## src/rtl/sys_defs.sv

```systemverilog
// Shared bus command encoding and memory-arbiter FSM states.
package sys_defs;

   typedef enum logic [1:0] {
      BUS_NONE  = 2'd0,
      BUS_LOAD  = 2'd1,
      BUS_STORE = 2'd2
   } bus_cmd_e;

   typedef enum logic [2:0] {
      IDLE,
      IREQ,
      IRSP,
      DREQ,
      DRSP
   } arb_state_e;

endpackage

```

## src/rtl/mem_arbiter.sv

```systemverilog
// Arbitrates the fetch and data ports onto one unified memory bus, one transaction
// at a time, with a per-state watchdog that aborts a stuck transaction.
module mem_arbiter
   import sys_defs::*;
#(
   parameter int unsigned WDOG_MAX = 64
) (
   input  logic        clk,
   input  logic        rst,
   input  logic [1:0]  imem_cmd,
   input  logic [31:0] imem_addr,
   output logic [31:0] imem_rdata,
   output logic        imem_valid,
   output logic        if_stall,
   input  logic [1:0]  dmem_cmd,
   input  logic [31:0] dmem_addr,
   input  logic [31:0] dmem_wdata,
   output logic [31:0] dmem_rdata,
   output logic        dmem_done,
   output logic        dmem_stall,
   output logic [1:0]  mem_cmd,
   output logic [31:0] mem_addr,
   output logic [31:0] mem_wdata,
   input  logic        mem_ready,
   input  logic        mem_rvalid,
   input  logic [31:0] mem_rdata,
   output logic        bus_error
);

   localparam int unsigned CW = (WDOG_MAX < 2) ? 1 : $clog2(WDOG_MAX);

   arb_state_e    state_q, state_d;
   bus_cmd_e      cmd_q, cmd_d;
   logic [31:0]   addr_q, addr_d;
   logic [31:0]   wdata_q, wdata_d;
   logic [CW-1:0] wdog_q, wdog_d;
   logic [31:0]   irdata_q, irdata_d;
   logic [31:0]   drdata_q, drdata_d;
   logic          ivalid_q, ivalid_d;
   logic          ddone_q, ddone_d;
   logic          berr_q, berr_d;
   logic          store_done;
   logic          wdog_hit;

   always_ff @(posedge clk or posedge rst) begin
      if (rst) begin
         state_q  <= IDLE;
         cmd_q    <= BUS_NONE;
         addr_q   <= '0;
         wdata_q  <= '0;
         wdog_q   <= '0;
         irdata_q <= '0;
         drdata_q <= '0;
         ivalid_q <= 1'b0;
         ddone_q  <= 1'b0;
         berr_q   <= 1'b0;
      end else begin
         state_q  <= state_d;
         cmd_q    <= cmd_d;
         addr_q   <= addr_d;
         wdata_q  <= wdata_d;
         wdog_q   <= wdog_d;
         irdata_q <= irdata_d;
         drdata_q <= drdata_d;
         ivalid_q <= ivalid_d;
         ddone_q  <= ddone_d;
         berr_q   <= berr_d;
      end
   end

   always_comb begin
      state_d    = state_q;
      cmd_d      = cmd_q;
      addr_d     = addr_q;
      wdata_d    = wdata_q;
      irdata_d   = irdata_q;
      drdata_d   = drdata_q;
      ivalid_d   = 1'b0;
      ddone_d    = 1'b0;
      berr_d     = berr_q;
      store_done = 1'b0;
      mem_cmd    = BUS_NONE;
      wdog_hit   = (wdog_q == CW'(WDOG_MAX - 1));

      case (state_q)
         // A request whose completion pulse is showing this cycle is still held
         // by its requester; it must not be issued a second time.
         IDLE: begin
            if (dmem_cmd != BUS_NONE && !ddone_q) begin
               state_d = DREQ;
               cmd_d   = (dmem_cmd == BUS_STORE) ? BUS_STORE : BUS_LOAD;
               addr_d  = dmem_addr;
               wdata_d = dmem_wdata;
            end else if (imem_cmd == BUS_LOAD && !ivalid_q) begin
               state_d = IREQ;
               cmd_d   = BUS_LOAD;
               addr_d  = imem_addr;
               wdata_d = '0;
            end
         end
         IREQ: begin
            mem_cmd = cmd_q;
            if (mem_ready) begin
               state_d = IRSP;
            end else if (wdog_hit) begin
               state_d  = IDLE;
               berr_d   = 1'b1;
               ivalid_d = 1'b1;
               irdata_d = '0;
            end
         end
         IRSP: begin
            if (mem_rvalid) begin
               state_d  = IDLE;
               ivalid_d = 1'b1;
               irdata_d = mem_rdata;
            end else if (wdog_hit) begin
               state_d  = IDLE;
               berr_d   = 1'b1;
               ivalid_d = 1'b1;
               irdata_d = '0;
            end
         end
         DREQ: begin
            mem_cmd = cmd_q;
            if (mem_ready) begin
               if (cmd_q == BUS_STORE) begin
                  state_d    = IDLE;
                  store_done = 1'b1;
               end else begin
                  state_d = DRSP;
               end
            end else if (wdog_hit) begin
               state_d = IDLE;
               berr_d  = 1'b1;
               ddone_d = 1'b1;
               if (cmd_q != BUS_STORE) drdata_d = '0;
            end
         end
         DRSP: begin
            if (mem_rvalid) begin
               state_d  = IDLE;
               ddone_d  = 1'b1;
               drdata_d = mem_rdata;
            end else if (wdog_hit) begin
               state_d  = IDLE;
               berr_d   = 1'b1;
               ddone_d  = 1'b1;
               drdata_d = '0;
            end
         end
         default: state_d = IDLE;
      endcase

      if (state_d != state_q) wdog_d = '0;
      else if (state_q != IDLE) wdog_d = wdog_q + 1'b1;
      else wdog_d = '0;
   end

   assign mem_addr   = addr_q;
   assign mem_wdata  = wdata_q;
   assign imem_rdata = irdata_q;
   assign imem_valid = ivalid_q;
   assign dmem_rdata = drdata_q;
   assign dmem_done  = ddone_q | store_done;
   assign bus_error  = berr_q;
   assign if_stall   = (imem_cmd == BUS_LOAD) & ~imem_valid;
   assign dmem_stall = (dmem_cmd != BUS_NONE) & ~dmem_done;

endmodule

```

## config.mk

```make
export PLATFORM = sky130hd
export DESIGN_NAME = mem_arbiter
export DESIGN_NICKNAME = d
export VERILOG_FILES = /design/src/rtl/sys_defs.sv /design/src/rtl/mem_arbiter.sv
export SDC_FILE = /design/constraint.sdc
export NUM_CORES = 1
export LEC_CHECK = 0
export ABC_AREA = 1
export CAP_MARGIN = 10
export CORE_AREA = 2 2 124 126
export DETAILED_ROUTE_END_ITERATION = 6
export DIE_AREA = 0 0 126 128
export PLACE_DENSITY_LB_ADDON = 0.1
export SLEW_MARGIN = 30
export SYNTH_ARGS = -nofsm -noshare
export SYNTH_HDL_FRONTEND = slang
export SYNTH_SLANG_ARGS = --single-unit
```

## constraint.sdc

```tcl
create_clock -name clk -period 6.3 [get_ports clk]
set_input_delay 0.945 -clock clk [delete_from_list [all_inputs] [get_ports clk]]
set_output_delay 0.945 -clock clk [all_outputs]
set_load 0.03 [all_outputs]
```

# ---- After elaboration in Yosys (flattened, before gate mapping)
# Index checks and enable logic that the tools add are counted.
dict set report totals {
  register_bits 142
  out_inout_bits 135
}
dict set report op_classes {
  n_addsub 1
  eq_ne 17
  mux 40
  n_bitwise 5
  n_reduce_logical 17
}
# cell n
set ops {}
lappend ops {{32-bit two-way mux} 12}
lappend ops {{32-bit case mux with 2 select lines} 2}
lappend ops {{3-bit two-way mux} 7}
lappend ops {{2-bit != test (second input constant)} 7}
lappend ops {{6-bit two-way mux} 2}
lappend ops {{3-bit case mux with 4 select lines} 1}
lappend ops {{2-bit nonzero test} 5}
lappend ops {{1-bit two-way mux} 9}
lappend ops {{2-bit two-way mux} 4}
lappend ops {{6-bit by 1-bit adder with 6-bit output (second input constant)} 1}
lappend ops {{3-bit by 2-bit == test with 1-bit output (second input constant)} 2}
lappend ops {{6-bit == test (second input constant)} 1}
lappend ops {{1-bit case mux with 2 select lines} 3}
lappend ops {{5-bit AND reduction} 1}
lappend ops {{2-bit == test (second input constant)} 2}
lappend ops {{2-bit AND reduction} 2}
lappend ops {{2-bit OR reduction} 2}
lappend ops {{3-bit by 1-bit == test with 1-bit output (second input constant)} 1}
lappend ops {{3-bit == test (second input constant)} 1}
lappend ops {{3-bit logical NOT} 1}
lappend ops {{3-bit != test} 1}
lappend ops {{3-bit != test (second input constant)} 1}
lappend ops {{3-bit AND reduction} 1}
lappend ops {{3-bit nonzero test} 1}
lappend ops {{6 further kinds} 10}

# ---- Longest topological paths before layout
# Gate-level depths: netlist (run 1).
dict set report depth {
  ltp_word 7
  depth_mapped 9
}

# ---- Worst setup path before layout (run 1)
# OpenSTA, ideal clock, no wires.
dict set report synth_timing {
  path_kind {input-to-output}
  start {input port mem_ready}
  end {output port dmem_stall}
  arrival_ns 1.833
  required_time_ns 5.355
  setup_slack_ns 3.522
  path_stages 3
  path_buffers 0
  path_cell_list {nand2_1 o21bai_1 nor2_1}
}
dict set report synth_via {
  elab_chain_len 5
}
# item line
set synth_rtl {}
lappend synth_rtl {{start: declaration} mem_arbiter.sv:24} ;# input logic mem_ready,
lappend synth_rtl {{1-bit two-way mux} mem_arbiter.sv:126} ;# if (mem_ready) begin
lappend synth_rtl {{1-bit two-way mux} mem_arbiter.sv:85} ;# case (state_q)
lappend synth_rtl {{1-bit bitwise OR} mem_arbiter.sv:165} ;# assign dmem_done = ddone_q | store_done;
lappend synth_rtl {{named net dmem_done} mem_arbiter.sv:19} ;# output logic dmem_done,
lappend synth_rtl {{1-bit NOT} mem_arbiter.sv:168} ;# assign dmem_stall = (dmem_cmd != BUS_NONE) & ~dmem_done;
lappend synth_rtl {{1-bit AND} mem_arbiter.sv:168}
lappend synth_rtl {{end: declaration} mem_arbiter.sv:20} ;# output logic dmem_stall,
# The timed path passes the listed nets, and every way through them passes these cells.

# ---- Worst setup path after layout (run 1)
dict set report layout_timing {
  start {input port imem_cmd[0]}
  end {output port if_stall}
}
dict set report layout_via {
  elab_chain_len 2
}
# item line
set layout_rtl {}
lappend layout_rtl {{start: declaration} mem_arbiter.sv:10} ;# input logic [1:0] imem_cmd,
lappend layout_rtl {{2-bit by 1-bit == test with 1-bit output} mem_arbiter.sv:167} ;# assign if_stall = (imem_cmd == BUS_LOAD) & ~imem_valid;
lappend layout_rtl {{1-bit AND} mem_arbiter.sv:167}
lappend layout_rtl {{end: declaration} mem_arbiter.sv:14} ;# output logic if_stall,
# No other way between the ends.

==> results.toml, run 1 <==
[cts]
clkLatencyLatePin_ns = 0.42
tritoncts = "done"
h-tree-depth = 4
clock-root-buffer = "sky130_fd_sc_hd__clkbuf_16"
numClockSinks = 142
cts-resized-gates = 0
hold_buffers = 0
clkTransAtPathRegs_ns = 0.06
postCtsSetupRepairBufs = 0
tritoncts.num_buffers = 17
cts.path.max_buffers = 2

[sta]
hold_viol_final = 0
finalCriticalPeriod_ns = 3.69
fmax_ghz = 0.271
worst_slew_margin_rel = 0.341
fin_crit_sh = 0.586
grt_setup_unrepaired = "no"
tightest_slew_ns = 0.988
setup_viol = 0
slew_viol_final = 0
timing.setup.tns_ns = 0
fin_worst_skew_ns = 0.00708

[global_routing]
grt_antenna_before_repair = 0
grt_overflow_total = 0
track_usage = 0.225
grt_pass1_vias = 5825
largest_net_degree_at_the_start_of_global_routing = 95
wire_length_of_the_first_global_routing_pass_mm = 28.8

[logic_synthesis]
synth_mux_area_frac = 0
synth_fa_ha_area_frac = 0.00206
synth-seq-cells = 142
synth.cell_area_mm2 = 0.00609
synth-xor-area-share = 0
synthCells = 694
fraction_of_the_mapped_netlist_area_in_compound_gates = 0.110
synth_warnings = 0
yosys.cell_types.count = 27
synth_sequential_area_ratio = 0.584
synth-simple-area-share = 0.221
avgSynthCellArea_um2 = 8.77
synth_top_family_by_area = "simple AND/OR/NAND/NOR gates"
synthesis.nets = 831

[worst_setup_path]
critPathLaunchType = "primary input"
critical-path-top-cell-by-count = "sky130_fd_sc_hd__clkdlybuf4s50_1"
timing.critical_path.cells = "clkdlybuf4s50_1 -> nor3b_1 -> clkdlybuf4s50_1"
worstSetupPathType = "in2out"
worst-endpoint-required_ns = 5.35
cp_num_buf_inv = 2
setup_crit_end_kind = "output port"
max_stage_delay_ns = 0.80
crit_family = "buffers and inverters"
cp_slowest_cell = "sky130_fd_sc_hd__clkdlybuf4s50_1"
critPathMaxFanout = 2
signal_arrival_time_at_the_worst_endpoint_ns = 2.75

[placed_design]
place_hpwl_mm = 12.2
finalWeightedCongestion = 0.824
port-buffer-count = 270
place_inst = 1118
dpl_cell_area_mm2 = 0.00889

[floorplan]
die_height_um = 128
initial_core_util = 0.410
placement_rows = 45
fp.coreArea_mm2 = 0.0149
ios = 271
die_width_um = 126
die-area_mm2 = 0.0161

[outcome]
outcome = "completed"

[layout]
fin_util = 0.640
final_area_mm2 = 0.00951
design.final.nets = 1086
final_layout_size_suffix_gt1_frac = 0.0604
register_area_mm2 = 0.00355
final_cells = 1149
multi_input_area_mm2 = 0.00204
n_antenna_cell = 0
layout.filler_cells = 1268
area_growth_syn_to_layout_pct = 56.2

[pwr]
max-vdd-ir-drop_v = 0.000255
power.density_mw_per_mm2 = 565
power.static_leakage_nw = 4.28

[run]
maxCapViolations = 0

[detailed_routing]
drt_first_iter_violations = 291
wl_mm = 17.9
drt.antenna.violating_nets = 0
dr_total_vias = 5737
dr.pass1.iters = 5
detail_route.drc_violations = 0
avgRoutedWirePerCell_um = 15.6
via_per_inst = 4.99

[worst_hold_path]
min_delay_path_class = "reg2reg"
==> placed cells by master (no fill, tap or decap), drive strengths merged <==
cell type and n:
clkbuf 20, o21a 1, or2 2, dfrtp 142, ha 1, nor2 56, clkinvlp 4, nor3b 1
inv 79, o21bai 1, clkinv 4, o31ai 2, nand2 150, a31oi 32, a21o 3, buf 9
nand3 105, o21ai 73, bufinv 4, clkdlybuf4s50 269, a21oi 3
==> synth_stat cells (all sizes together) <==
master	number	area (um^2)
a31oi	32	200
nand2	150	568
nor3b	1	7.51
buf	21	129
clkbuf	21	78.8
o21bai	1	7.51
o21ai	73	373
a21o	3	22.5
nand3	105	531
inv	80	300
o31ai	2	42.5
dfrtp	142	3550
o21a	1	7.51
or2	2	12.5
a21oi	3	15.0
ha	1	12.5
nor2	56	228
==> per-stage QoR <==
stage          hold slack [ns]  setup WS [ns]  power, mW
2_1_floorplan            0.486           1.55       3.19
3_3_place_gp             0.446           2.60       4.29
3_5_place_dp             0.457           2.58       4.33
4_1_cts                  0.473           2.57       5.42
5_1_grt                  0.479           2.54       5.69
6_report                 0.468           2.61       5.37
==> cells by family after synthesis <==
| kind of cell | count (synthesis) |
|---|---|
| adders and majority gates | 1 |
| and+or+nand+nor | 314 |
| buffers and inverters | 122 |
| DFF | 142 |
| AOI/OAI and AO/OA | 115 |
==> final cells by class <==
class | instances | area share
inverter | 80 | 0.0322
multi-input combinational | 430 | 0.214
timing repair buffer | 278 | 0.290
sequential | 142 | 0.374
tap | 188 | 0.0247
clock inverter | 11 | 0.0174
clock buffer | 20 | 0.0480
==> where the power goes <==
part	leakage, nW	internal [mW]	switching [mW]
logic	2.29	1.06	1.67
clock network	0.294	0.679	0.379
registers	1.69	1.35	0.245
==> worst min-delay path, cell delays in order, from the launching register on <==
cell                      delay, ns
sky130_fd_sc_hd__dfrtp_1       0.34
sky130_fd_sc_hd__nand2_1       0.05
sky130_fd_sc_hd__nand2_1       0.04
==> routing by layer <==
| metal | routed length [um] | GRT usage | share of wire | vias to the layer above |
|---|---|---|---|---|
| li1 | - | - | - | 2754 |
| met1 | 7180 | 0.268 | 0.40 | 2740 |
| met2 | 8750 | 0.376 | 0.49 | 216 |
| met3 | 1580 | 0.0810 | 0.088 | 27 |
| met4 | 389 | 0.0866 | 0.022 | 0 |
| met5 | 0 | 0 | 0 | - |
==> flip-flops by register name, indices dropped and copies added (netlist names) <==
signal      cells
bus_error       1
wdog_q          6
dmem_rdata     32
cmd_q           2
imem_valid      1
ddone_q         1
mem_wdata      32
state_q         3
mem_addr       32
imem_rdata     32
==> path summary, 6_finish.rpt <==
kind	from	to	slack, ns	cells after the start
min in group asynchronous	rst	mem_wdata[22]$_DFFE_PP0P_	1.06	2
min	mem_wdata[19]$_DFFE_PP0P_	mem_wdata[19]$_DFFE_PP0P_	0.47	2
max reg2reg	state_q[1]$_DFF_PP0_	cmd_q[0]$_DFFE_PP0P_	3.54	8
max	imem_cmd[0]	if_stall	2.61	3
min reg2reg	mem_wdata[19]$_DFFE_PP0P_	mem_wdata[19]$_DFFE_PP0P_	0.47	2
max in group asynchronous	rst	dmem_rdata[11]$_DFFE_PP0P_	4.06	3
(Power assumes the default switching activity.)
==> run 2, diff against run 1 <==
Clock period 6.3 ns to 3.8 ns, I/O delays scaled along.
==> run 2 against run 1 <==
  * Routed wire length increased by 0.32%
  * Clock power increased by 61%
  * Combinational power increased by 67%
  * Largest power group unchanged
  * Highest routed layer unchanged
==> results.toml, run 2 (same netlist as run 1, synthesis figures left out) <==
[floorplan]
die_width_um = 126
die-area_mm2 = 0.0161
fp.coreArea_mm2 = 0.0149
placement_rows = 45
initial_core_util = 0.410
die_height_um = 128
ios = 271

[worst_setup_path]
cp-startpoint = "imem_cmd[0]"
critPathLaunchType = "primary input"
critPathMaxFanout = 2
r2r_start = "imem_valid$_DFF_PP0_"
signal_arrival_time_at_the_worst_endpoint_ns = 2.41
worstSetupPathType = "in2out"
worst-endpoint-required_ns = 3.23
setup_crit_end_kind = "output port"

[cts]
h-tree-depth = 4
tritoncts = "done"
clkLatencyLatePin_ns = 0.42
tritoncts.num_buffers = 17
postCtsSetupRepairBufs = 0
cts.path.max_buffers = 2
hold_buffers = 0
clkTransAtPathRegs_ns = 0.05
clock-root-buffer = "sky130_fd_sc_hd__clkbuf_16"
cts-resized-gates = 0
numClockSinks = 142

[sta]
hold_viol_final = 0
finalCriticalPeriod_ns = 2.98
slew_viol_final = 0
timing.hold.ws_ns = 0.457
setup_viol = 0
timing.setup.tns_ns = 0
fin_crit_sh = 0.783
tightest_slew_ns = 0.708
grt_setup_unrepaired = "no"
fin_worst_skew_ns = 0.00733
worst_slew_margin_rel = 0.527
fmax_ghz = 0.336

[detailed_routing]
dr_total_vias = 5730
drt.antenna.violating_nets = 0
detail_route.drc_violations = 0
via_per_inst = 4.96
drt_first_iter_violations = 339
wl_mm = 18.0
avgRoutedWirePerCell_um = 15.5
dr.pass1.iters = 4

[layout]
layout_common_cells = "sky130_fd_sc_hd__clkdlybuf4s50_1 (269), sky130_fd_sc_hd__nand2_1 (148), sky130_fd_sc_hd__dfrtp_1 (142)"
final_layout_size_suffix_gt1_frac = 0.0651
design.final.nets = 1092
most_common_library_cell_in_the_layout_ignoring_fill_and_taps = "sky130_fd_sc_hd__clkdlybuf4s50_1"
final_area_mm2 = 0.00958
n_antenna_cell = 0
area_growth_syn_to_layout_pct = 57.4
final_cells = 1156

[global_routing]
grt_antenna_before_repair = 0
wire_length_of_the_first_global_routing_pass_mm = 28.2
grt_pass1_vias = 5677
track_usage = 0.221
grt_overflow_total = 0
largest_net_degree_at_the_start_of_global_routing = 67

[pwr]
max-vdd-ir-drop_v = 0.000424
power.static_leakage_nw = 4.31
power.density_mw_per_mm2 = 930

[placed_design]
place_inst = 1123
finalWeightedCongestion = 0.829
dpl_cell_area_mm2 = 0.00895
port-buffer-count = 270
place_hpwl_mm = 12.6

[worst_hold_path]
timing.hold.worst.start = "bus_error$_DFFE_PP0P_"
min_delay_path_class = "reg2reg"

[outcome]
outcome = "completed"

[run]
maxCapViolations = 0
run 2: cell types whose count changed in the layout (fill, tap and decap cells not counted), sizes merged:
| cell | change |
|---|---|
| clkinv | -2 |
| clkinvlp | +1 |
| buf | +6 |
| clkbuf | +3 |
| bufinv | -1 |
run 2: area by class of cell:
type,instances,area (um^2)
Sequential cell,142,3550
Inverter,80,304
Multi-Input combinational cell,430,2040
Fill cell,1222,5280
Tap cell,188,235
Timing Repair Buffer,284,2840
Clock buffer,23,478
Clock inverter,9,134
run 2: final timing paths:
path | endpoint | slack (ns) | cells after the start
hold / removal | bus_error$_DFFE_PP0P_ | 0.46 | 1
max in group asynchronous | dmem_rdata[10]$_DFFE_PP0P_ | 2.48 | 4
hold reg to reg | bus_error$_DFFE_PP0P_ | 0.46 | 1
min in group asynchronous | dmem_rdata[23]$_DFFE_PP0P_ | 0.49 | 2
setup reg to reg | mem_addr[22]$_DFFE_PP0P_ | 1.63 | 6
setup / recovery | if_stall | 0.82 | 3
run 2: routing by layer:
| metal | share of wire | GRT usage | vias up |
|---|---|---|---|
| met5 | 0 | 0 | - |
| met4 | 0.022 | 0.0847 | 0 |
| met3 | 0.095 | 0.0818 | 24 |
| met2 | 0.48 | 0.364 | 225 |
| met1 | 0.40 | 0.264 | 2710 |
| li1 | - | - | 2771 |
run 2: stage by stage:
stage,utilization,total power [mW],setup WS [ns]
finish,0.645,8.91,0.824
global placement,0.602,7.15,0.847
floorplan,-,5.28,1.45
global route,0.645,9.43,0.764
CTS,0.643,8.99,0.820
detailed placement,0.602,7.24,0.828
run 2: report_power, final:
| part | switching (mW) | internal [mW] |
|---|---|---|
| logic | 2.78 | 1.78 |
| clock network | 0.622 | 1.08 |
| registers | 0.405 | 2.23 |
run 2: worst max-delay path: stages:
cell                              delay (ns)
sky130_fd_sc_hd__clkdlybuf4s50_1        0.45
sky130_fd_sc_hd__nor3b_1                0.59
sky130_fd_sc_hd__clkdlybuf4s50_1        0.80
